### src/rtl/snitch_tcdm_router_pipe.sv
// snitch_tcdm_router_pipe: round-robin TCDM crossbar, NumInp masters to NumOut banks.
// Ports: clk_i/rst_ni, mst_req_i/mst_rsp_o, agnt_req_o/agnt_rsp_i, clear_cnt_i, conflict_cnt_o.

package tcdm_pkg;
  typedef struct packed {
    logic [31:0] addr;
    logic        write;
    logic [3:0]  amo;
    logic [31:0] data;
    logic [3:0]  strb;
    logic [1:0]  user;
  } tcdm_req_chan_t;

  typedef struct packed {
    logic [31:0] data;
  } tcdm_rsp_chan_t;

  typedef struct packed {
    logic           q_valid;
    tcdm_req_chan_t q;
  } tcdm_req_t;

  typedef struct packed {
    logic           q_ready;
    logic           p_valid;
    tcdm_rsp_chan_t p;
  } tcdm_rsp_t;
endpackage

module snitch_tcdm_router_pipe #(
  parameter int unsigned AddrWidth     = 32,
  parameter int unsigned DataWidth     = 32,
  parameter int unsigned NumInp        = 5,
  parameter int unsigned NumOut        = 8,
  parameter int unsigned MemCoallWidth = 0,
  parameter int unsigned RespLatency   = 1,
  parameter bit          RegisterRsp   = 1'b0,
  parameter int unsigned CntWidth      = 16,
  parameter type tcdm_req_t = tcdm_pkg::tcdm_req_t,
  parameter type tcdm_rsp_t = tcdm_pkg::tcdm_rsp_t
) (
  input  logic                clk_i,
  input  logic                rst_ni,
  input  tcdm_req_t           mst_req_i [NumInp],
  output tcdm_rsp_t           mst_rsp_o [NumInp],
  output tcdm_req_t           agnt_req_o [NumOut],
  input  tcdm_rsp_t           agnt_rsp_i [NumOut],
  input  logic                clear_cnt_i,
  output logic [CntWidth-1:0] conflict_cnt_o [NumInp]
);

  localparam int unsigned ByteOffset = $clog2(DataWidth / 8);
  localparam int unsigned SelBits    = $clog2(NumOut);
  localparam int unsigned SelWidth   = (SelBits > 0) ? SelBits : 1;
  localparam int unsigned LowBits    = ByteOffset + MemCoallWidth;
  localparam int unsigned IdxWidth   = (NumInp > 1) ? $clog2(NumInp) : 1;

  localparam logic [AddrWidth-1:0] LowMask =
    AddrWidth'((64'd1 << LowBits) - 64'd1);
  localparam logic [CntWidth-1:0] CntMax = '1;

  typedef logic [SelWidth-1:0] sel_t;
  typedef logic [IdxWidth-1:0] idx_t;

  logic [AddrWidth-1:0] addr     [NumInp];
  logic [AddrWidth-1:0] fwd_addr [NumInp];
  sel_t                 sel      [NumInp];

  always_comb begin
    for (int i = 0; i < NumInp; i++) begin
      addr[i] = mst_req_i[i].q.addr;
      // The bank-select field is squeezed out of the forwarded address.
      fwd_addr[i] = ((addr[i] >> (LowBits + SelBits)) << LowBits)
                  | (addr[i] & LowMask);
      if (SelBits == 0) sel[i] = '0;
      else              sel[i] = addr[i][LowBits +: SelWidth];
    end
  end

  logic [NumInp-1:0] req       [NumOut];
  logic              out_valid [NumOut];
  idx_t              winner    [NumOut];
  idx_t              rr_ptr_q  [NumOut];
  logic              lock_q    [NumOut];
  idx_t              lock_idx_q[NumOut];

  always_comb begin
    int   c;
    logic found;
    c     = 0;
    found = 1'b0;
    for (int j = 0; j < NumOut; j++) begin
      req[j] = '0;
      for (int i = 0; i < NumInp; i++) begin
        req[j][i] = mst_req_i[i].q_valid && (sel[i] == sel_t'(j));
      end
      out_valid[j] = |req[j];
      winner[j]    = '0;
      found        = 1'b0;
      // A stalled output keeps its previous winner so its payload holds.
      if (lock_q[j] && req[j][lock_idx_q[j]]) begin
        winner[j] = lock_idx_q[j];
      end else begin
        for (int k = 0; k < NumInp; k++) begin
          c = int'(rr_ptr_q[j]) + k;
          if (c >= NumInp) c = c - NumInp;
          if (!found && req[j][c]) begin
            winner[j] = idx_t'(c);
            found     = 1'b1;
          end
        end
      end
    end
  end

  always_comb begin
    for (int j = 0; j < NumOut; j++) begin
      agnt_req_o[j]         = '0;
      agnt_req_o[j].q       = mst_req_i[winner[j]].q;
      agnt_req_o[j].q.addr  = fwd_addr[winner[j]];
      agnt_req_o[j].q_valid = out_valid[j];
    end
  end

  logic [NumInp-1:0] q_ready;
  logic [NumInp-1:0] hs;

  always_comb begin
    for (int i = 0; i < NumInp; i++) begin
      q_ready[i] = mst_req_i[i].q_valid
                && out_valid[sel[i]]
                && (winner[sel[i]] == idx_t'(i))
                && agnt_rsp_i[sel[i]].q_ready;
      hs[i] = mst_req_i[i].q_valid && q_ready[i];
    end
  end

  always_ff @(posedge clk_i or negedge rst_ni) begin
    if (!rst_ni) begin
      for (int j = 0; j < NumOut; j++) begin
        rr_ptr_q[j]   <= '0;
        lock_q[j]     <= 1'b0;
        lock_idx_q[j] <= '0;
      end
    end else begin
      for (int j = 0; j < NumOut; j++) begin
        lock_q[j] <= out_valid[j] && !agnt_rsp_i[j].q_ready;
        if (out_valid[j] && !agnt_rsp_i[j].q_ready) begin
          lock_idx_q[j] <= winner[j];
        end
        if (out_valid[j] && agnt_rsp_i[j].q_ready) begin
          if (winner[j] == idx_t'(NumInp - 1)) rr_ptr_q[j] <= '0;
          else rr_ptr_q[j] <= winner[j] + idx_t'(1);
        end
      end
    end
  end

  logic vld_q [NumInp][RespLatency];
  sel_t sel_q [NumInp][RespLatency];

  always_ff @(posedge clk_i or negedge rst_ni) begin
    if (!rst_ni) begin
      for (int i = 0; i < NumInp; i++) begin
        for (int k = 0; k < RespLatency; k++) begin
          vld_q[i][k] <= 1'b0;
          sel_q[i][k] <= '0;
        end
      end
    end else begin
      for (int i = 0; i < NumInp; i++) begin
        vld_q[i][0] <= hs[i];
        sel_q[i][0] <= sel[i];
        for (int k = 1; k < RespLatency; k++) begin
          vld_q[i][k] <= vld_q[i][k-1];
          sel_q[i][k] <= sel_q[i][k-1];
        end
      end
    end
  end

  logic                 tap_valid [NumInp];
  logic [DataWidth-1:0] tap_data  [NumInp];
  logic                 rsp_valid [NumInp];
  logic [DataWidth-1:0] rsp_data  [NumInp];

  always_comb begin
    for (int i = 0; i < NumInp; i++) begin
      tap_valid[i] = vld_q[i][RespLatency-1];
      tap_data[i]  = agnt_rsp_i[sel_q[i][RespLatency-1]].p.data;
    end
  end

  if (RegisterRsp) begin : g_reg
    logic                 pv_q [NumInp];
    logic [DataWidth-1:0] pd_q [NumInp];

    always_ff @(posedge clk_i or negedge rst_ni) begin
      if (!rst_ni) begin
        for (int i = 0; i < NumInp; i++) begin
          pv_q[i] <= 1'b0;
          pd_q[i] <= '0;
        end
      end else begin
        for (int i = 0; i < NumInp; i++) begin
          pv_q[i] <= tap_valid[i];
          if (tap_valid[i]) pd_q[i] <= tap_data[i];
        end
      end
    end

    always_comb begin
      for (int i = 0; i < NumInp; i++) begin
        rsp_valid[i] = pv_q[i];
        rsp_data[i]  = pd_q[i];
      end
    end
  end else begin : g_comb
    always_comb begin
      for (int i = 0; i < NumInp; i++) begin
        rsp_valid[i] = tap_valid[i];
        rsp_data[i]  = tap_data[i];
      end
    end
  end

  always_comb begin
    for (int i = 0; i < NumInp; i++) begin
      mst_rsp_o[i]         = '0;
      mst_rsp_o[i].q_ready = q_ready[i];
      mst_rsp_o[i].p_valid = rsp_valid[i];
      mst_rsp_o[i].p.data  = rsp_data[i];
    end
  end

  logic [CntWidth-1:0] cnt_q [NumInp];

  always_ff @(posedge clk_i or negedge rst_ni) begin
    if (!rst_ni) begin
      for (int i = 0; i < NumInp; i++) cnt_q[i] <= '0;
    end else begin
      for (int i = 0; i < NumInp; i++) begin
        if (clear_cnt_i) begin
          cnt_q[i] <= '0;
        end else if (mst_req_i[i].q_valid && !q_ready[i]
                     && (cnt_q[i] != CntMax)) begin
          cnt_q[i] <= cnt_q[i] + 1'b1;
        end
      end
    end
  end

  always_comb begin
    for (int i = 0; i < NumInp; i++) conflict_cnt_o[i] = cnt_q[i];
  end

  // Banks signal data validity by fixed latency, not by p_valid.
  logic unused_p_valid;
  always_comb begin
    unused_p_valid = 1'b0;
    for (int j = 0; j < NumOut; j++) begin
      unused_p_valid = unused_p_valid ^ agnt_rsp_i[j].p_valid;
    end
  end

endmodule

### config.mk
export PLATFORM = sky130hd
export DESIGN_NAME = snitch_tcdm_router_pipe
export DESIGN_NICKNAME = d
export VERILOG_FILES = /design/src/rtl/snitch_tcdm_router_pipe.sv
export SDC_FILE = /design/constraint.sdc
export NUM_CORES = 2
export LEC_CHECK = 0
export BUFFER_PORTS_ARGS = -buffer_cell sky130_fd_sc_hd__buf_2
export CAP_MARGIN = 20
export CORE_AREA = 2 2 589 591
export CTS_BUF_LIST = sky130_fd_sc_hd__clkbuf_4
export DETAILED_ROUTE_END_ITERATION = 8
export DIE_AREA = 0 0 591 593
export PLACE_DENSITY_LB_ADDON = 0.12
export SYNTH_ARGS = -nofsm -noshare
export SYNTH_HDL_FRONTEND = slang
export SYNTH_SLANG_ARGS = --single-unit
### constraint.sdc
create_clock -name clk_i -period 6.8 [get_ports clk_i]
set_input_delay 1.02 -clock clk_i [delete_from_list [all_inputs] [get_ports clk_i]]
set_output_delay 1.02 -clock clk_i [all_outputs]
set_load 0.005 [all_outputs]
==> flow_summary.ini <==
[worst_setup_path]
endpoint_kind = primary output
crit_type = flop to primary output
rr_worst_depth = 20
rr_startpoint = rr_ptr_q[3]$_DFFE_PN0P_
reg2reg_to = conflict_cnt_o[29]$_DFFE_PN0P_
rrSetupSlack_ns = 1.34
crit_path_start_kind = flop
cp-endpoint = agnt_req_o[111]
critPathRequiredTime_ns = 5.78
startpoint = rr_ptr_q[3]$_DFFE_PN0P_
crit_path_max_fanout = 51
worst_ep_arrival_time_ns = 5.57

[die]
dieArea_um2 = 350000
std_cell_rows = 216
core_area_um2 = 345000
die_w_um = 591
die_h_um = 593
num_io_pins = 1513
start_util_pct = 14.9

[clock_network]
path_clk_slew_ns = 0.20
clock_latency_ns = 0.82
cts_tree = yes
cts_buffer_depth = 2
cts_root_buf = clkbuf_4
cts_made_buffers = 17
htreeDepth = 4
clkSinkCount = 156

[global_route]
grt_pass1_wl_um = 528000
antenna_found_initial = 184
grt_pass1_vias = 58800
grt_max_degree = 119
gr-usage-all-layers_pct = 21.5
grt_remaining_overflow = 0

[timing]
max_freq_ghz = 0.152
holdWs_ns = 0.415
slew_violations = 0
max_slew.worst_pin.slew_ns = 1.05
finalSetupViolCount = 0
clock_skew_ns = 0.0538
relSlewSlack_pct = 30.1
rsz0062_at_grt = true
final_hold_viol_count = 0
fin_crit_ns = 6.59
period_share_pct = 96.9

[synthesis]
yosys.area.top_type_share_pct = 14.8
ys_seq_area_share_pct = 7.60
synth.area.top_cells = mux4_2 15%, mux2_2 14%, mux2i_1 12%
yosys.area.top_type = mux4_2
synthFlopType = dfrtp_1
yosys_warnings = 0
synth_cell_types = 106
synth-seq-cells = 156
synth_edf_count = 0
postSynthCellCount = 6836
avgSynthCellArea_um2 = 7.51
synth-async-reset-ratio_pct = 100
synth.cell_area_um2 = 51400

[cells_and_area]
ff_latch_area_um2 = 3960
drive_gt1_share_pct = 39.1
layout_commonest_cell = buf_2
final_cell_mix = 1475 x buf_2, 1282 x nand2_1, 657 x mux2_2
utilization_pct = 19.7
multi_input_area_um2 = 45100
final_nets = 8822
fillers = 39000
area_delta_synth_final_pct = 31.9

[placement]
port_buffers = 1480
dp_hpwl_um = 311000
gp_congestion = 0.885

[hold_path]
holdPathStages = 2
hold_class = input pin to flop

[routing]
drc = 0
dr.pass1.iters = 8
vias = 61500
drt_iter0_markers = 4587
wl_per_cell_um = 31.2
drt-total-wl_um = 397000
ant_nets = 0
routed_via_density = 4.83

[job]
cap_violations = 0

[outcome]
status = finished, final reports clean
## sequential cells by signal, indices dropped and copies added (netlist names)
name and flops:
conflict_cnt_o 80, lock_idx_q 24, lock_q 8, mst_rsp_o 5
rr_ptr_q 24, sel_q 15
## synthesized netlist by cell type, types with 10 or more instances
master,number
and2_1,33
nand3_1,153
nand3b_1,11
nor3_1,54
mux4_2,337
mux2_1,10
o31ai_1,28
xnor2_1,34
nor2_1,429
inv_1,69
or2_2,20
mux2i_1,637
a211o_1,21
buf_1,170
or3_1,37
a21o_1,25
dfrtp_1,156
o21ai_0,601
and4b_1,10
o21ai_1,38
xor2_1,21
nand4b_1,16
nor3b_1,11
ha_1,111
a31oi_1,98
buf_2,65
nand4_1,32
nand2_1,1285
a221oi_1,10
a21oi_1,402
o21a_1,14
a211oi_1,123
nor4_1,21
a22oi_1,18
a2111oi_0,10
o211ai_1,19
clkbuf_1,480
mux2_2,657
nor2b_1,65
or4_1,31
o22ai_1,21
buf_4,24
nand2b_1,49
o221ai_1,42
and3_1,118
## kinds of logic (layout without fill, tap and decap cells)
logic type	after synthesis	count (layout)	share of synthesized area, %
and+or+nand+nor	2447	2447	21.7
muxes	1641	1641	41.8
AOI/OAI and AO/OA	1610	1610	18.9
buffers and inverters	815	2025	6.31
DFF	156	156	7.60
adders and majority gates	111	111	2.70
xor gates and xnor gates	55	55	0.938
other	1	120	0.00730
## per-stage QoR
stage	setup TNS (ns)	cell area (µm²)	instances	worst slack, ns
floorplan	0	51400	6859	1.03
global placement	0	65900	12600	0.227
detailed placement	0	65900	12600	0.291
CTS	-0.0574	66800	12600	-0.0161
global route	-0.243	67600	12700	-0.0276
finish	0	67700	12700	0.213
## cell type report
class / instances / share of cell area, %
multi-input combinational: 5888 / 66.6
clock inverter: 15 / 0.264
sequential: 156 / 5.85
timing repair buffer: 1918 / 17.8
inverter: 75 / 0.497
tap: 4578 / 8.45
antenna: 96 / 0.355
clock buffer: 17 / 0.188
## critical path, cell delays in order, from the launching register on
cell      delay [ns]
dfrtp_1         0.48
clkinv_4        0.11
ha_1            0.20
inv_1           0.05
ha_1            0.23
a211o_1         0.28
a211oi_2        0.18
buf_4           0.16
mux2i_2         0.21
or3b_4          0.42
and3_4          0.20
o41ai_2         0.26
a31oi_1         0.15
a211oi_4        0.28
buf_12          0.17
buf_12          0.26
buf_4           0.30
o21ai_0         0.12
o21ai_1         0.33
buf_2           0.19
## worst min-delay path by stage
stage                                     startpoint                             end  slack (ns)
after floorplan           lock_idx_q[11]$_DFFE_PN0P_      lock_idx_q[11]$_DFFE_PN0P_        0.49
after global placement    lock_idx_q[11]$_DFFE_PN0P_      lock_idx_q[11]$_DFFE_PN0P_        0.52
after detailed placement  lock_idx_q[11]$_DFFE_PN0P_      lock_idx_q[11]$_DFFE_PN0P_        0.52
after CTS                                clear_cnt_i  conflict_cnt_o[73]$_DFFE_PN0P_        0.25
after global routing                     clear_cnt_i  conflict_cnt_o[73]$_DFFE_PN0P_        0.32
final                                    clear_cnt_i  conflict_cnt_o[73]$_DFFE_PN0P_        0.42
## per-layer routing
metal  track usage, %  part of all wire, %
met5                0                 0.10
met4             8.36                  4.1
met3             5.30                  6.8
met2             37.6                   49
met1             25.0                   40
## what timing repair did
action / 4_1_cts / 5_1_grt
setup buffers: 22 / 29
gates cloned: 2 / 3
pin swaps: 5 / 7
hold buffers: 1 / 0
setup endpoints to repair: 429 / 445
resized for setup: 107 / 106
endpoints found under the hold margin: 12 / 0
Power is not shown: default switching activity piles up to over one toggle a cycle in this logic, so the estimate is an artifact.
